**config.mk**
```make
export PLATFORM = sky130hd
export DESIGN_NAME = display_resultado_flat
export DESIGN_NICKNAME = d
export VERILOG_FILES = /design/src/rtl/display_pkg.sv /design/src/rtl/display_resultado_if.sv /design/src/rtl/display_resultado_bcd_7seg.sv /design/src/rtl/display_resultado.sv /design/src/flat_wrapper.sv
export SDC_FILE = /design/constraint.sdc
export NUM_CORES = 1
export LEC_CHECK = 0
export ABC_CLOCK_PERIOD_IN_PS = 6800
export BUFFER_PORTS_ARGS = -buffer_cell sky130_fd_sc_hd__buf_2
export CORE_ASPECT_RATIO = 0.6
export CORE_MARGIN = 2
export CORE_UTILIZATION = 57
export DETAILED_ROUTE_END_ITERATION = 10
export PLACE_DENSITY_LB_ADDON = 0.08
export SLEW_MARGIN = 20
export SYNTH_ARGS = -nofsm -noshare
export SYNTH_HDL_FRONTEND = slang
export SYNTH_HIERARCHICAL = 1
export SYNTH_SLANG_ARGS = --single-unit
```
**constraint.sdc**
```tcl
create_clock -name clk -period 6.8 [get_ports clk]
set_input_delay 1.02 -clock clk [delete_from_list [all_inputs] [get_ports clk]]
set_output_delay 1.02 -clock clk [all_outputs]
set_load 0.02 [all_outputs]
```
**src/rtl/display_pkg.sv**
```systemverilog
// Shared types and constants for the result display stage.
// Segment codes are active-low, bit order {g,f,e,d,c,b,a}.
package display_pkg;

   localparam int DIGITS = 5;
   localparam int WIDTH  = 16;
   localparam int BCD_W  = 4 * DIGITS;
   localparam int CNT_W  = $clog2(WIDTH + 1);

   localparam logic [CNT_W-1:0] CNT_LAST = CNT_W'(WIDTH - 1);

   localparam logic [2:0] ST_DESLIGADO = 3'd0;

   localparam logic [6:0] SEG_0     = 7'b1000000;
   localparam logic [6:0] SEG_1     = 7'b1111001;
   localparam logic [6:0] SEG_2     = 7'b0100100;
   localparam logic [6:0] SEG_3     = 7'b0110000;
   localparam logic [6:0] SEG_4     = 7'b0011001;
   localparam logic [6:0] SEG_5     = 7'b0010010;
   localparam logic [6:0] SEG_6     = 7'b0000010;
   localparam logic [6:0] SEG_7     = 7'b1111000;
   localparam logic [6:0] SEG_8     = 7'b0000000;
   localparam logic [6:0] SEG_9     = 7'b0010000;
   localparam logic [6:0] SEG_BLANK = 7'b1111111;
   localparam logic [6:0] SEG_MINUS = 7'b0111111;

   typedef enum logic [1:0] {
      S_IDLE,
      S_SHIFT,
      S_DONE
   } state_e;

   typedef struct packed {
      logic [2:0]       estado;
      logic             sr;
      logic [WIDTH-1:0] r;
   } snap_t;

   // Double-dabble correction: each nibble >= 5 gets +3 before the shift.
   function automatic logic [BCD_W-1:0] add3_all(
      input logic [BCD_W-1:0] b
   );
      logic [BCD_W-1:0] res;
      logic [3:0]       nib;
      res = '0;
      for (int i = 0; i < DIGITS; i++) begin
         nib = b[4*i +: 4];
         if (nib >= 4'd5) begin
            nib = nib + 4'd3;
         end
         res[4*i +: 4] = nib;
      end
      return res;
   endfunction

endpackage

```
**src/rtl/display_resultado_if.sv**
```systemverilog
// Bundle between the calculator core and the display stage.
// master = calculator side, slave = display stage.
interface display_resultado_if;
   import display_pkg::*;

   logic [WIDTH-1:0] R;
   logic             SR;
   logic [2:0]       Sestado;
   logic [6:0]       HEX0;
   logic [6:0]       HEX1;
   logic [6:0]       HEX2;
   logic [6:0]       HEX3;
   logic [6:0]       HEX4;
   logic [6:0]       HEX5;
   logic             busy;
   logic             done;

   modport master (
      output R, SR, Sestado,
      input  HEX0, HEX1, HEX2, HEX3, HEX4, HEX5,
      input  busy, done
   );

   modport slave (
      input  R, SR, Sestado,
      output HEX0, HEX1, HEX2, HEX3, HEX4, HEX5,
      output busy, done
   );

endinterface

```
**src/rtl/display_resultado_bcd_7seg.sv**
```systemverilog
// One BCD digit to active-low 7-segment pattern.
// Codes outside 0..9 and the blank flag both give a dark digit.
module bcd_7seg
   import display_pkg::*;
(
   input  logic [3:0] digit,
   input  logic       blank,
   output logic [6:0] seg
);

   always_comb begin
      seg = SEG_BLANK;
      if (!blank) begin
         case (digit)
            4'd0:    seg = SEG_0;
            4'd1:    seg = SEG_1;
            4'd2:    seg = SEG_2;
            4'd3:    seg = SEG_3;
            4'd4:    seg = SEG_4;
            4'd5:    seg = SEG_5;
            4'd6:    seg = SEG_6;
            4'd7:    seg = SEG_7;
            4'd8:    seg = SEG_8;
            4'd9:    seg = SEG_9;
            default: seg = SEG_BLANK;
         endcase
      end
   end

endmodule

```
**src/rtl/display_resultado.sv**
```systemverilog
// Result display: snapshot, double-dabble BCD, registered 7-seg outputs.
// Optional macro LEADING_ZERO_BLANK_EN blanks leading zero digits.
module display_resultado
   import display_pkg::*;
(
   input  logic                clk,
   input  logic                rst_n,
   display_resultado_if.slave  bus
);

   state_e                 state_q, state_d;
   snap_t                  snap_q, snap_d;
   logic                   valid_q, valid_d;
   logic [BCD_W-1:0]       bcd_q, bcd_d;
   logic [WIDTH-1:0]       sh_q, sh_d;
   logic [CNT_W-1:0]       cnt_q, cnt_d;
   logic [5:0][6:0]        hex_q, hex_d;
   logic                   done_q, done_d;

   snap_t                  cur_w;
   logic                   off_w;
   logic [DIGITS-1:0]      blank_w;
   logic [DIGITS-1:0][6:0] seg_w;
   logic [6:0]             sign_w;

   assign cur_w = '{estado: bus.Sestado,
                    sr:     bus.SR,
                    r:      bus.R};

   assign off_w = (snap_q.estado == ST_DESLIGADO);

   always_comb begin
      logic lead;
      lead    = 1'b1;
      blank_w = '0;
      for (int i = DIGITS - 1; i >= 0; i--) begin
`ifdef LEADING_ZERO_BLANK_EN
         lead = lead & (bcd_q[4*i +: 4] == 4'd0);
         blank_w[i] = off_w | (lead & (i != 0));
`else
         lead = 1'b0;
         blank_w[i] = off_w | lead;
`endif
      end
   end

   for (genvar g = 0; g < DIGITS; g++) begin : g_seg
      bcd_7seg u_seg (
         .digit (bcd_q[4*g +: 4]),
         .blank (blank_w[g]),
         .seg   (seg_w[g])
      );
   end

   // Negative zero is shown as positive.
   assign sign_w = (!off_w && snap_q.sr && snap_q.r != '0)
                 ? SEG_MINUS : SEG_BLANK;

   always_comb begin
      state_d = state_q;
      snap_d  = snap_q;
      valid_d = valid_q;
      bcd_d   = bcd_q;
      sh_d    = sh_q;
      cnt_d   = cnt_q;
      hex_d   = hex_q;
      done_d  = 1'b0;
      case (state_q)
         S_IDLE: begin
            if (!valid_q || cur_w != snap_q) begin
               snap_d  = cur_w;
               valid_d = 1'b1;
               bcd_d   = '0;
               sh_d    = bus.R;
               cnt_d   = '0;
               state_d = S_SHIFT;
            end
         end
         S_SHIFT: begin
            {bcd_d, sh_d} = {add3_all(bcd_q), sh_q} << 1;
            cnt_d = cnt_q + 1'b1;
            if (cnt_q == CNT_LAST) begin
               state_d = S_DONE;
            end
         end
         S_DONE: begin
            hex_d   = {sign_w, seg_w};
            done_d  = 1'b1;
            state_d = S_IDLE;
         end
         default: state_d = S_IDLE;
      endcase
   end

   always_ff @(posedge clk) begin
      if (!rst_n) begin
         state_q <= S_IDLE;
         snap_q  <= '0;
         valid_q <= 1'b0;
         bcd_q   <= '0;
         sh_q    <= '0;
         cnt_q   <= '0;
         hex_q   <= {6{SEG_BLANK}};
         done_q  <= 1'b0;
      end else begin
         state_q <= state_d;
         snap_q  <= snap_d;
         valid_q <= valid_d;
         bcd_q   <= bcd_d;
         sh_q    <= sh_d;
         cnt_q   <= cnt_d;
         hex_q   <= hex_d;
         done_q  <= done_d;
      end
   end

   assign bus.HEX0 = hex_q[0];
   assign bus.HEX1 = hex_q[1];
   assign bus.HEX2 = hex_q[2];
   assign bus.HEX3 = hex_q[3];
   assign bus.HEX4 = hex_q[4];
   assign bus.HEX5 = hex_q[5];
   assign bus.busy = (state_q != S_IDLE);
   assign bus.done = done_q;

endmodule

```
**src/flat_wrapper.sv**
```systemverilog
// flat-port wrapper written by rule: the top's interface ports become plain ports
module display_resultado_flat import display_pkg::*;
  (clk, rst_n, bus_R, bus_SR, bus_Sestado, bus_HEX0, bus_HEX1, bus_HEX2, bus_HEX3, bus_HEX4, bus_HEX5, bus_busy, bus_done);
  display_resultado_if bus_i ();
  input  logic clk;
  input  logic rst_n;
  input wire logic [$bits(bus_i.R)-1:0] bus_R;
  input wire logic [$bits(bus_i.SR)-1:0] bus_SR;
  input wire logic [$bits(bus_i.Sestado)-1:0] bus_Sestado;
  output wire logic [$bits(bus_i.HEX0)-1:0] bus_HEX0;
  output wire logic [$bits(bus_i.HEX1)-1:0] bus_HEX1;
  output wire logic [$bits(bus_i.HEX2)-1:0] bus_HEX2;
  output wire logic [$bits(bus_i.HEX3)-1:0] bus_HEX3;
  output wire logic [$bits(bus_i.HEX4)-1:0] bus_HEX4;
  output wire logic [$bits(bus_i.HEX5)-1:0] bus_HEX5;
  output wire logic [$bits(bus_i.busy)-1:0] bus_busy;
  output wire logic [$bits(bus_i.done)-1:0] bus_done;
  assign bus_i.R = bus_R;
  assign bus_i.SR = bus_SR;
  assign bus_i.Sestado = bus_Sestado;
  assign bus_HEX0 = bus_i.HEX0;
  assign bus_HEX1 = bus_i.HEX1;
  assign bus_HEX2 = bus_i.HEX2;
  assign bus_HEX3 = bus_i.HEX3;
  assign bus_HEX4 = bus_i.HEX4;
  assign bus_HEX5 = bus_i.HEX5;
  assign bus_busy = bus_i.busy;
  assign bus_done = bus_i.done;
  display_resultado u_core (.clk(clk), .rst_n(rst_n), .bus(bus_i));
endmodule
```
### After elaboration in Yosys (flattened, before gate mapping)

Memories as Yosys holds them, arrays and structs flattened. A register that Yosys moved wholly into a read port is not among the register bits.
Cells that the tools add are included.

* memories: 5
* bits in read-only memories: 560
* bits of input ports: 22
* register bits after elaboration: 107

Memory list
* (no name shown): depth 16, width 7, rd ports 1, clocked after Yosys merged registers in 1, write ports 0, RTL line display_resultado_bcd_7seg.sv:14 `case (digit)`
* (no name shown): depth 16, width 7, rd ports 1, clocked after Yosys merged registers in 1, write ports 0, RTL line display_resultado_bcd_7seg.sv:14
* (no name shown): depth 16, width 7, rd ports 1, clocked after Yosys merged registers in 1, write ports 0, RTL line display_resultado_bcd_7seg.sv:14
* (no name shown): depth 16, width 7, rd ports 1, clocked after Yosys merged registers in 1, write ports 0, RTL line display_resultado_bcd_7seg.sv:14
* (no name shown): depth 16, width 7, rd ports 1, clocked after Yosys merged registers in 1, write ports 0, RTL line display_resultado_bcd_7seg.sv:14

* equal/unequal tests: 6
* multiplexer cells: 31
* add/sub/neg operators: 6
* $lt $le $gt $ge: 5
* reduce and logical (&&, ||, !) cells: 13

Operators by type and width (number)
* 2-to-1 mux 4 bit: 14
* 2-to-1 mux 7 bit: 6
* case mux 20 bit (2 select lines): 1
* case mux 16 bit (2 select lines): 1
* >= comparator 4 x 3 -> 1 bit, second input constant: 5
* 2-to-1 mux 20 bit: 1
* != test 20 bit: 1
* adder 4 x 2 -> 4 bit, second input constant: 4
* 2-to-1 mux 16 bit: 1
* nonzero test 16 bit: 1
* case mux 5 bit (2 select lines): 1
* AND reduction 2 bit: 3
* adder 5 x 1 -> 5 bit, second input constant: 1
* equality test 5 x 4 -> 1 bit, second input constant: 1
* 2-to-1 mux 5 bit: 1
* 2-to-1 mux 2 bit: 2
* != test 2 x 1 -> 1 bit, second input constant: 2
* case mux 2 bit (2 select lines): 1
* nonzero test 2 bit: 2
* adder 3 x 2 -> 3 bit, second input constant: 1
* zero test 3 bit: 1
* 2-to-1 mux 3 bit: 1
* equality test 2 x 1 -> 1 bit, second input constant: 1
* equality test 2 bit, second input constant: 1
* 5 further kinds: 7

### Depth between registers and ports, before layout

Gate-level depths: netlist of the first run.

* depth in word-level cells: 6
* depth in mapped cells: 7
* gate-level depth less buffers: 7

### Hierarchy

Netlist of the first run, hierarchy kept.

By module, submodules not included
* display_resultado: cells an instance 535, seq. area each 2021.9 um^2, instances 1, area each 4476.8 um^2
* bcd_7seg (u_core.g_seg[1].u_seg ...): cells an instance 33, seq. area each 0.0 um^2, instances 3, area each 236.5 um^2
* bcd_7seg (u_core.g_seg[0].u_seg ...): cells an instance 33, seq. area each 0.0 um^2, instances 2, area each 235.2 um^2

### Least setup slack after synthesis of the first run

Ideal clock, no wire load.

* kind: register to register
* from: reg u_core/snap_q[19] (netlist bit)
* to: reg u_core.hex_q (netlist bit u_core/bus.HEX0[5])
* required time: 6737 ps
* buffers on the path: 0
* data arrival time: 3072 ps
* clock period less this slack: 3135 ps
* slack: 3665 ps
* stages on the path, launching flop included: 6
* cell sequence: dfxtp_1 > nor3_1 > nor2_1 > a21oi_1 > nand2_1 > nand3_1

RTL lines
* from (decl): RTL line display_resultado.sv:12 `snap_t snap_q, snap_d;`
* from (signal assigned): RTL line display_resultado.sv:107 `snap_q <= snap_d;`
* to (signal assigned): RTL line display_resultado.sv:103 `hex_q <= {6{SEG_BLANK}};`
* to (decl): RTL line display_resultado.sv:17 `logic [5:0][6:0] hex_q, hex_d;`

==> results of run 1 <==
-- routing by layer --
| layer | up-vias | part of all wire (%) | global-route usage [%] | wire length [um] |
|---|---|---|---|---|
| met1 | 2293 | 50 | 35.1 | 6710 |
| li1 | 2455 | - | - | - |
| met2 | 145 | 42 | 40.3 | 5740 |
| met5 | - | 0 | 0 | 0 |
| met3 | 13 | 7.4 | 6.93 | 1010 |
| met4 | 0 | 0.75 | 6.45 | 102 |
-- worst min-delay path: cells and delay by family (launching register included) --
family,cells,cell delay [ns]
flops,1,0.32
simple gates,2,0.11
-- stage by stage --
stage,std cells,power (uW),instance area [um^2]
after floorplan,705,742,5680
after global routing,875,1380,6250
after global placement,859,776,5930
final,875,1330,6250
after CTS,875,1330,6250
after detailed placement,859,779,5930
-- path summary, 6_finish.rpt --
path / endpoint / from / slack (ns) / cells past startpoint
max: u_core/bcd_q[7]$_SDFFE_PN0P_ / rst_n / 3.94 / 5
min: u_core/bus.HEX4[0]$_SDFFE_PN1P_ / u_core/bus.HEX4[0]$_SDFFE_PN1P_ / 0.46 / 2
max reg2reg: u_core/sh_q[3]$_SDFFE_PN0P_ / u_core/snap_q[17]$_SDFFE_PN0P_ / 4.39 / 5
min reg2reg: u_core/bus.HEX4[0]$_SDFFE_PN1P_ / u_core/bus.HEX4[0]$_SDFFE_PN1P_ / 0.46 / 2
-- final cells by class --
type | count | area [um^2] | area share, %
multi-input cells | 530 | 3300 | 52.8
flip-flops and latches | 101 | 2020 | 32.4
repair buffers | 64 | 333 | 5.33
clock buffers | 13 | 250 | 4.00
well taps | 135 | 169 | 2.70
inverters | 29 | 109 | 1.74
clock inverters | 3 | 68.8 | 1.10
-- power groups by stage --
stage | clock (uW) | sequential (uW) | combinational (uW)
finish | 560 | 629 | 141
global route | 591 | 631 | 155
CTS | 566 | 628 | 139
detailed placement | 0 | 642 | 138
global placement | 0 | 641 | 135
floorplan | 0 | 635 | 108
-- flip-flops by register name, summed over array words and instances (netlist names) --
signal / count
u_core/bcd_q: 20
u_core/snap_q: 20
u_core/sh_q: 16
u_core/bus.HEX0: 7
u_core/bus.HEX1: 7
u_core/bus.HEX2: 7
u_core/bus.HEX3: 7
u_core/bus.HEX4: 7
u_core/cnt_q: 5
u_core/state_q: 2
u_core/bus.HEX5: 1
u_core/bus.done: 1
u_core/valid_q: 1
-- cells in the final DEF, fill, tap and decap left out, types with 9 or more instances in the layout --
cell | Yosys | routed
sky130_fd_sc_hd__nand2_1 | 127 | 126
sky130_fd_sc_hd__dfxtp_1 | 101 | 101
sky130_fd_sc_hd__buf_2 | 2 | 59
sky130_fd_sc_hd__nand3_1 | 54 | 54
sky130_fd_sc_hd__nor2_1 | 52 | 51
sky130_fd_sc_hd__a21oi_1 | 45 | 45
sky130_fd_sc_hd__ha_1 | 37 | 37
sky130_fd_sc_hd__inv_1 | 29 | 29
sky130_fd_sc_hd__o21ai_0 | 29 | 29
sky130_fd_sc_hd__nand2b_1 | 19 | 19
sky130_fd_sc_hd__mux2i_1 | 19 | 19
sky130_fd_sc_hd__o22ai_1 | 19 | 19
sky130_fd_sc_hd__xnor2_1 | 17 | 17
sky130_fd_sc_hd__xor2_1 | 14 | 14
sky130_fd_sc_hd__o221a_1 | 12 | 12
sky130_fd_sc_hd__clkbuf_16 | 0 | 9
-- cells by family (layout without fill, tap and decap cells) --
group           Yosys count  in the layout  share of synthesized area (%)
buf+inv                  74            109                           6.48
fa+ha+maj                37             37                           8.18
mux                      19             19                           3.36
simple gates            307            307                           26.8
compound gates          130            130                           14.5
xor+xnor                 31             31                           4.80
flops                   101            101                           35.7
other cells               1              6                         0.0663
==> summary.md, run 1 <==
| Metric | Value |
|---|---|
| Nets | `roughly 790` |
| Setup Crit Path Kind | `in2reg` |
| Register area share after synthesis | `between 30% and 40%` |
| Antenna violations before repair | `0` |
| Drt first-iter violations | `340` |
| Number of flip-flops and latches in the synthesized netlist | `101` |
| Mean Syn Cell Area | `8.08 um^2` |
| Final period utilization | `between 40% and 50%` |
| Yosys warning total | `6` |
| Total Wirelength | `about 14000 um` |
| Boundary Pins | `66` |
| Switch share | `about 25%` |
| Wire length per cell after detailed routing | `approximately 15 um` |
| Final setup vio count | `0` |
| Final critical delay including setup and external delays | `~2.9 ns` |
| Outcome | `complete, no violations` |
| Clock power frac | `a little over two fifths` |
| Detailed-routing iteration count for the pre-antenna-repair pass | `5` |
| Comb pwr share | `about a tenth` |
| Final design utilization | `approximately 64%` |
| Async set-or-reset flop fraction in the synthesized netlist | `0%` |
| RSZ-0062 raised after global routing | `no` |
| Bufs on Longest Clock Path | `2` |
| Synthesized netlist cell count | `700` |
| Max Transition Viols Final | `0` |
| Initial Utilization | `approximately 58%` |
| Leading cell types by count after synthesis | `sky130_fd_sc_hd__nand2_1 (127), sky130_fd_sc_hd__dfxtp_1 (101), sky130_fd_sc_hd__nand3_1 (54), sky130_fd_sc_hd__nor2_1 (52), sky130_fd_sc_hd__a21oi_1 (45)` |
| Relative area change from synthesis to final layout | `10.5%` |
| Worst IR drop on VDD | `~130 uV` |
| Area of the mapped netlist | `5660 um^2` |
| Slew @ Worst Pin | `0.998 ns` |
| Largest fanout on the critical path | `between 40 and 50` |
| Required time worst endpoint | `slightly above 7 ns` |
| HPWL after DPL | `slightly above 9000 um` |
| Cell types with the largest area share after synthesis | `sky130_fd_sc_hd__dfxtp_1 (36%), sky130_fd_sc_hd__nand2_1 (8.4%), sky130_fd_sc_hd__ha_1 (8.2%)` |
| Data arrival time of the worst path | `approximately 3.1 ns` |
| Largest net degree at the start of global routing | `between 50 and 60` |
| Remaining antenna violation count after routing | `0` |
| Leading register cell type out of synthesis | `sky130_fd_sc_hd__dfxtp_1` |
| Share of Yosys cell area claimed by the top area cell type | `35.7%` |
| Final antenna diode count | `0` |
| Worst Hold Slack | `0.461 ns` |
| Number of DRC violations after detailed routing | `0` |
| Worst clock skew | `0.00606 ns` |
| First-pass GRT wire length | `21800 um` |
| Power density over cell area | `~210 nW/um^2` |
| Most area-hungry cell type in the Yosys netlist | `sky130_fd_sc_hd__dfxtp_1` |
| Unique cell type count in the Yosys netlist | `45` |
| Clock slew seen by the registers of the worst setup and hold paths | `roughly 0.07 ns` |
| Highest-delay cell along the critical path | `sky130_fd_sc_hd__buf_2` |
| Area enclosed by the die boundary | `approximately 11000 um^2` |
| Congestion Overflow GR | `0` |
| Maxcap violations | `0` |
| Via-to-Cell Ratio | `between 5 and 6` |
| Sequential cell fraction of total power | `between 40% and 50%` |
| Critical Path Max Stage Delay | `~0.64 ns` |
| Internal | `~1000 uW` |
| Placeable Area | `a little under 10000 um^2` |
| Hold_buf cts | `0` |
| Post-CTS resize count | `0` |
| Port Buffers | `59` |
| Number of synthesized flops with an enable pin | `0` |
| Vias | `a little under 5000` |
| Reported leakage power | `0.00259 uW` |
| Setup Total Neg Slack | `0 ns` |
| Hold WC Path Type | `reg2reg` |
| Number of H-tree branching levels | `3` |
| Later-pin clock latency in the skew report | `approximately 0.35 ns` |
| Buffer and inverter count on the worst path | `2` |
| Share of layout cells above drive strength 1 | `a little over an eighth` |
| Total setup buffers inserted after CTS | `0` |
| Library cell with the highest instance count after synthesis | `sky130_fd_sc_hd__nand2_1` |
| Setup slack at placement | `between 3 and 4 ns` |
| Final critical-path setup slack | `between 3 and 4 ns` |
| Final weighted congestion of routability-driven global placement | `0.944` |
| Worst Setup End Kind | `register` |
| Number of buffers inserted during clock tree synthesis | `9` |
| FP Rows | `28` |
| Max Fclk | `about 0.35 GHz` |
| Category of cells accounting for the largest share of critical-path delay | `buffers and inverters` |
| Clock tree root buffer cell | `sky130_fd_sc_hd__clkbuf_16` |
| Critical path launch point type | `input pin` |
| Fill count | `910` |
| Number of global-route vias before repair | `4345` |
| Clock tree from TritonCTS | `yes` |
| Die height | `around 80 um` |
| Sw Pwr | `~330 uW` |
| TritonCTS sink count | `101` |
| Final count of hold timing violations | `0` |
| DIE WIDTH | `around 130 um` |
| List of cells traversed by the critical path | `buf_2 -> inv_1 -> nor2_1 -> a31oi_1 -> o21ai_0` |
| Total global routing track utilization | `between 20% and 30%` |
| Remaining max-slew budget at the tightest pin | `between 30% and 40%` |
No activity file was read; power rests on OpenSTA's default activity.
==> run 2, diff against run 1 <==
--- a/config.mk
+++ b/config.mk
@@ -5,7 +5,7 @@
 export SDC_FILE = /design/constraint.sdc
 export NUM_CORES = 1
 export LEC_CHECK = 0
-export ABC_CLOCK_PERIOD_IN_PS = 6800
+export ABC_CLOCK_PERIOD_IN_PS = 2800
 export BUFFER_PORTS_ARGS = -buffer_cell sky130_fd_sc_hd__buf_2
 export CORE_ASPECT_RATIO = 0.6
 export CORE_MARGIN = 2
==> constraint.sdc (replaced) <==
create_clock -name clk -period 2.8 [get_ports clk]
set_input_delay 0.42 -clock clk [delete_from_list [all_inputs] [get_ports clk]]
set_output_delay 0.42 -clock clk [all_outputs]
set_load 0.02 [all_outputs]
==> run 2 against run 1 <==
Against the previous run: clock power increased to 2.7 times the previous value; non-clock buffer count increased by 10; worst hold slack got worse by 0.12 ns; sequential share of layout area decreased by 0.68 points; first-iteration DRC count decreased by 7.6%; critical path depth increased by 1; global-route usage decreased by 0.34 points; wire length decreased by 2.8%; via count increased by 0.59%; final cell count increased by 1.0%; largest power group is now clock.
==> summary.md, run 2 (synthesis gave the netlist of run 1 again) <==
| Metric | Value |
|---|---|
| Outcome | `complete, no violations` |
| Setup slack at placement | `0.335 ns (-3.29 ns)` |
| Highest-delay cell along the critical path | `sky130_fd_sc_hd__or4_4` |
| DIE WIDTH | `133 um (unchanged)` |
| Total Wirelength | `13200 um (-2.8%)` |
| Most common cell after layout, fill and taps aside | `sky130_fd_sc_hd__nand2_1` |
| Port Buffers | `59 (unchanged)` |
| Share of layout cells above drive strength 1 | `14.8% (+1.2 points)` |
| Met2 demand-to-capacity share in global routing | `39.7% (-0.57 points)` |
| Hold_buf cts | `0 (unchanged)` |
| Required time worst endpoint | `3.03 ns (-4.04 ns)` |
| Final period utilization | `between 80% and 90%` |
| RSZ-0062 raised after global routing | `no` |
| Remaining max-slew budget at the tightest pin | `50.3% (+17 points)` |
| Antenna violations before repair | `0 (unchanged)` |
| Relative area change from synthesis to final layout | `12.9%` |
| Worst hold path stage count | `3 (+1)` |
| R2R Path Start | `u_core/snap_q[17]$_SDFFE_PN0P_` |
| Congestion Overflow GR | `0 (unchanged)` |
| HPWL after DPL | `9030 um (-0.81%)` |
| Placeable Area | `9740 um^2 (unchanged)` |
| Drt first-iter violations | `314 (-7.6%)` |
| First-pass GRT wire length | `21800 um (about the same)` |
| Final count of hold timing violations | `0 (unchanged)` |
| Setup Crit Path Kind | `reg2reg` |
| Detailed-routing iteration count for the pre-antenna-repair pass | `5 (unchanged)` |
| Final Total Pwr | `3410 uW (+160%)` |
| Setup Total Neg Slack | `0 ns (unchanged)` |
| Hold WC Path Type | `in2reg` |
| Bufs on Longest Clock Path | `2 (unchanged)` |
| Clock slew seen by the registers of the worst setup and hold paths | `0.07 ns (about the same)` |
| Boundary Pins | `66 (unchanged)` |
| Path depth of the worst reg2reg path | `6 (+1)` |
| Number of buffers inserted during clock tree synthesis | `9 (unchanged)` |
| Area enclosed by the die boundary | `10800 um^2 (unchanged)` |
| GRT Max-Usage Layer | `met2` |
| Met3 Track Usage GR | `6.18% (-0.75 points)` |
| Nets | `804 (+1.3%)` |
| FP Rows | `28 (unchanged)` |
| Remaining antenna violation count after routing | `0 (unchanged)` |
| Number of H-tree branching levels | `3 (unchanged)` |
| Data arrival time of the worst path | `2.61 ns (-0.52 ns)` |
| Final setup vio count | `0 (unchanged)` |
| Later-pin clock latency in the skew report | `0.35 ns (about the same)` |
| Final weighted congestion of routability-driven global placement | `0.845 (-11%)` |
| Post-CTS resize count | `0 (unchanged)` |
| Via-to-Cell Ratio | `5.58 (-0.43%)` |
| Final antenna diode count | `0 (unchanged)` |
| Largest net degree at the start of global routing | `52 (-12%)` |
| Total setup buffers inserted after CTS | `0 (unchanged)` |
| Die height | `81.2 um (unchanged)` |
| Total global routing track utilization | `25.3% (-0.34 points)` |
| Initial Utilization | `58.1% (unchanged)` |
| Max Fclk | `0.422 GHz` |
| List of cells traversed by the critical path | `xnor2_1 -> nand4_1 -> or4_4 -> o31a_1 -> buf_4 -> o221a_1` |
| Clock tree from TritonCTS | `yes` |
| Largest fanout on the critical path | `12 (-76%)` |
| Reported leakage power | `0.00266 uW (+2.9%)` |
| Worst clock skew | `0.00786 ns (+0.00180 ns)` |
| Worst Setup End Kind | `register` |
| Final critical-path setup slack | `0.428 ns (-3.51 ns)` |
| Endpoint of the lowest-slack register-to-register path | `u_core/sh_q[13]$_SDFFE_PN0P_` |
| Most frequent cells in the layout | `sky130_fd_sc_hd__nand2_1 (127), sky130_fd_sc_hd__dfxtp_1 (101), sky130_fd_sc_hd__buf_2 (59), sky130_fd_sc_hd__nand3_1 (54), sky130_fd_sc_hd__nor2_1 (51)` |
| Vias | `4935 (+0.59%)` |
| Number of global-route vias before repair | `4435 (+2.1%)` |
| Number of DRC violations after detailed routing | `0 (unchanged)` |
| Placed instance area | `6020 um^2 (+1.6%)` |
| Final critical delay including setup and external delays | `between 2 and 2.5 ns` |
| Max Transition Viols Final | `0 (unchanged)` |
| Largest registers ranked by flip-flop count | `u_core/bcd_q x20, u_core/snap_q x20, u_core/sh_q x16` |
| Final Cell Area | `6380 um^2 (+2.2%)` |
| Hold Startpoint | `bus_Sestado[0]` |
| TritonCTS sink count | `101 (unchanged)` |
| R2R setup slack | `0.43 ns (-3.96 ns)` |
| Power density over cell area | `535 nW/um^2 (+150%)` |
| Wire length per cell after detailed routing | `14.9 um (-3.8%)` |
| Slew @ Worst Pin | `0.744 ns (-0.254 ns)` |
| Clock tree root buffer cell | `sky130_fd_sc_hd__clkbuf_16` |
| Maxcap violations | `0 (unchanged)` |
| Critical Path Max Stage Delay | `0.58 ns (-0.06 ns)` |
| Global routing met1 resource utilization | `34.6% (-0.43 points)` |
| Worst IR drop on VDD | `331 uV (+150%)` |
| Destination of the worst hold path | `u_core/snap_q[17]$_SDFFE_PN0P_` |
| Critical path launch point type | `register` |
==> run 2: cell types whose count changed in the layout (fill, tap and decap cells not counted), sizes merged <==
cell    change
clkinv      -1
bufinv      +2
clkbuf      -2
buf        +10
==> run 2: critical path: cells and delay by family (launching register included) <==
| kind | cells | cell delay, ns |
|---|---|---|
| buffers and inverters | 1 | 0.23 |
| AND/OR/NAND/NOR | 2 | 0.74 |
| XOR/XNOR | 1 | 0.26 |
| AO/OA/AOI/OAI | 2 | 0.66 |
| flip-flops | 1 | 0.36 |
==> run 2: worst max-delay path by stage <==
| stage | slack (ns) | endpoint | cells after the start | from |
|---|---|---|---|---|
| after floorplan | 0.62 | u_core/bus.HEX0[5]$_SDFFE_PN1P_ | 5 | u_core/snap_q[19]$_SDFFE_PN0P_ |
| after global placement | 0.37 | u_core/cnt_q[3]$_SDFFE_PN0P_ | 7 | bus_R[12] |
| after detailed placement | 0.34 | u_core/cnt_q[3]$_SDFFE_PN0P_ | 7 | bus_R[5] |
| after CTS | 0.47 | u_core/cnt_q[3]$_SDFFE_PN0P_ | 6 | u_core/snap_q[17]$_SDFFE_PN0P_ |
| after global routing | 0.35 | u_core/snap_q[19]$_SDFFE_PN0P_ | 6 | u_core/snap_q[17]$_SDFFE_PN0P_ |
| final | 0.43 | u_core/sh_q[13]$_SDFFE_PN0P_ | 6 | u_core/snap_q[17]$_SDFFE_PN0P_ |
==> run 2: metal layers <==
layer	wire, um	up-vias
met1	6650	2318
met2	5670	132
met5	0	-
met4	129	0
met3	736	13
li1	-	2472
==> run 2: area by class of cell <==
type,count,area [um^2]
Clock buffer,11,243
Clock inverter,4,120
Fill cell,847,3360
Inverter,29,109
Multi-Input combinational cell,530,3300
Sequential cell,101,2020
Tap cell,135,169
Timing Repair Buffer,74,420
==> run 2: power by group <==
group / leakage, uW / switching, uW / internal (uW) / total (uW)
Sequential: 0.000825 / 42.7 / 1480 / 1520
Clock: 0.000176 / 545 / 984 / 1530
Combinational: 0.00166 / 218 / 141 / 359
==> run 2: per-stage QoR <==
stage                     util [%]  hold WS (ns)  std cells
after CTS                     65.5         0.335        884
after floorplan                  -         0.436        705
after global placement        61.8         0.446        869
final                         65.5         0.340        884
after global routing          65.5         0.351        884
after detailed placement      61.8         0.450        869
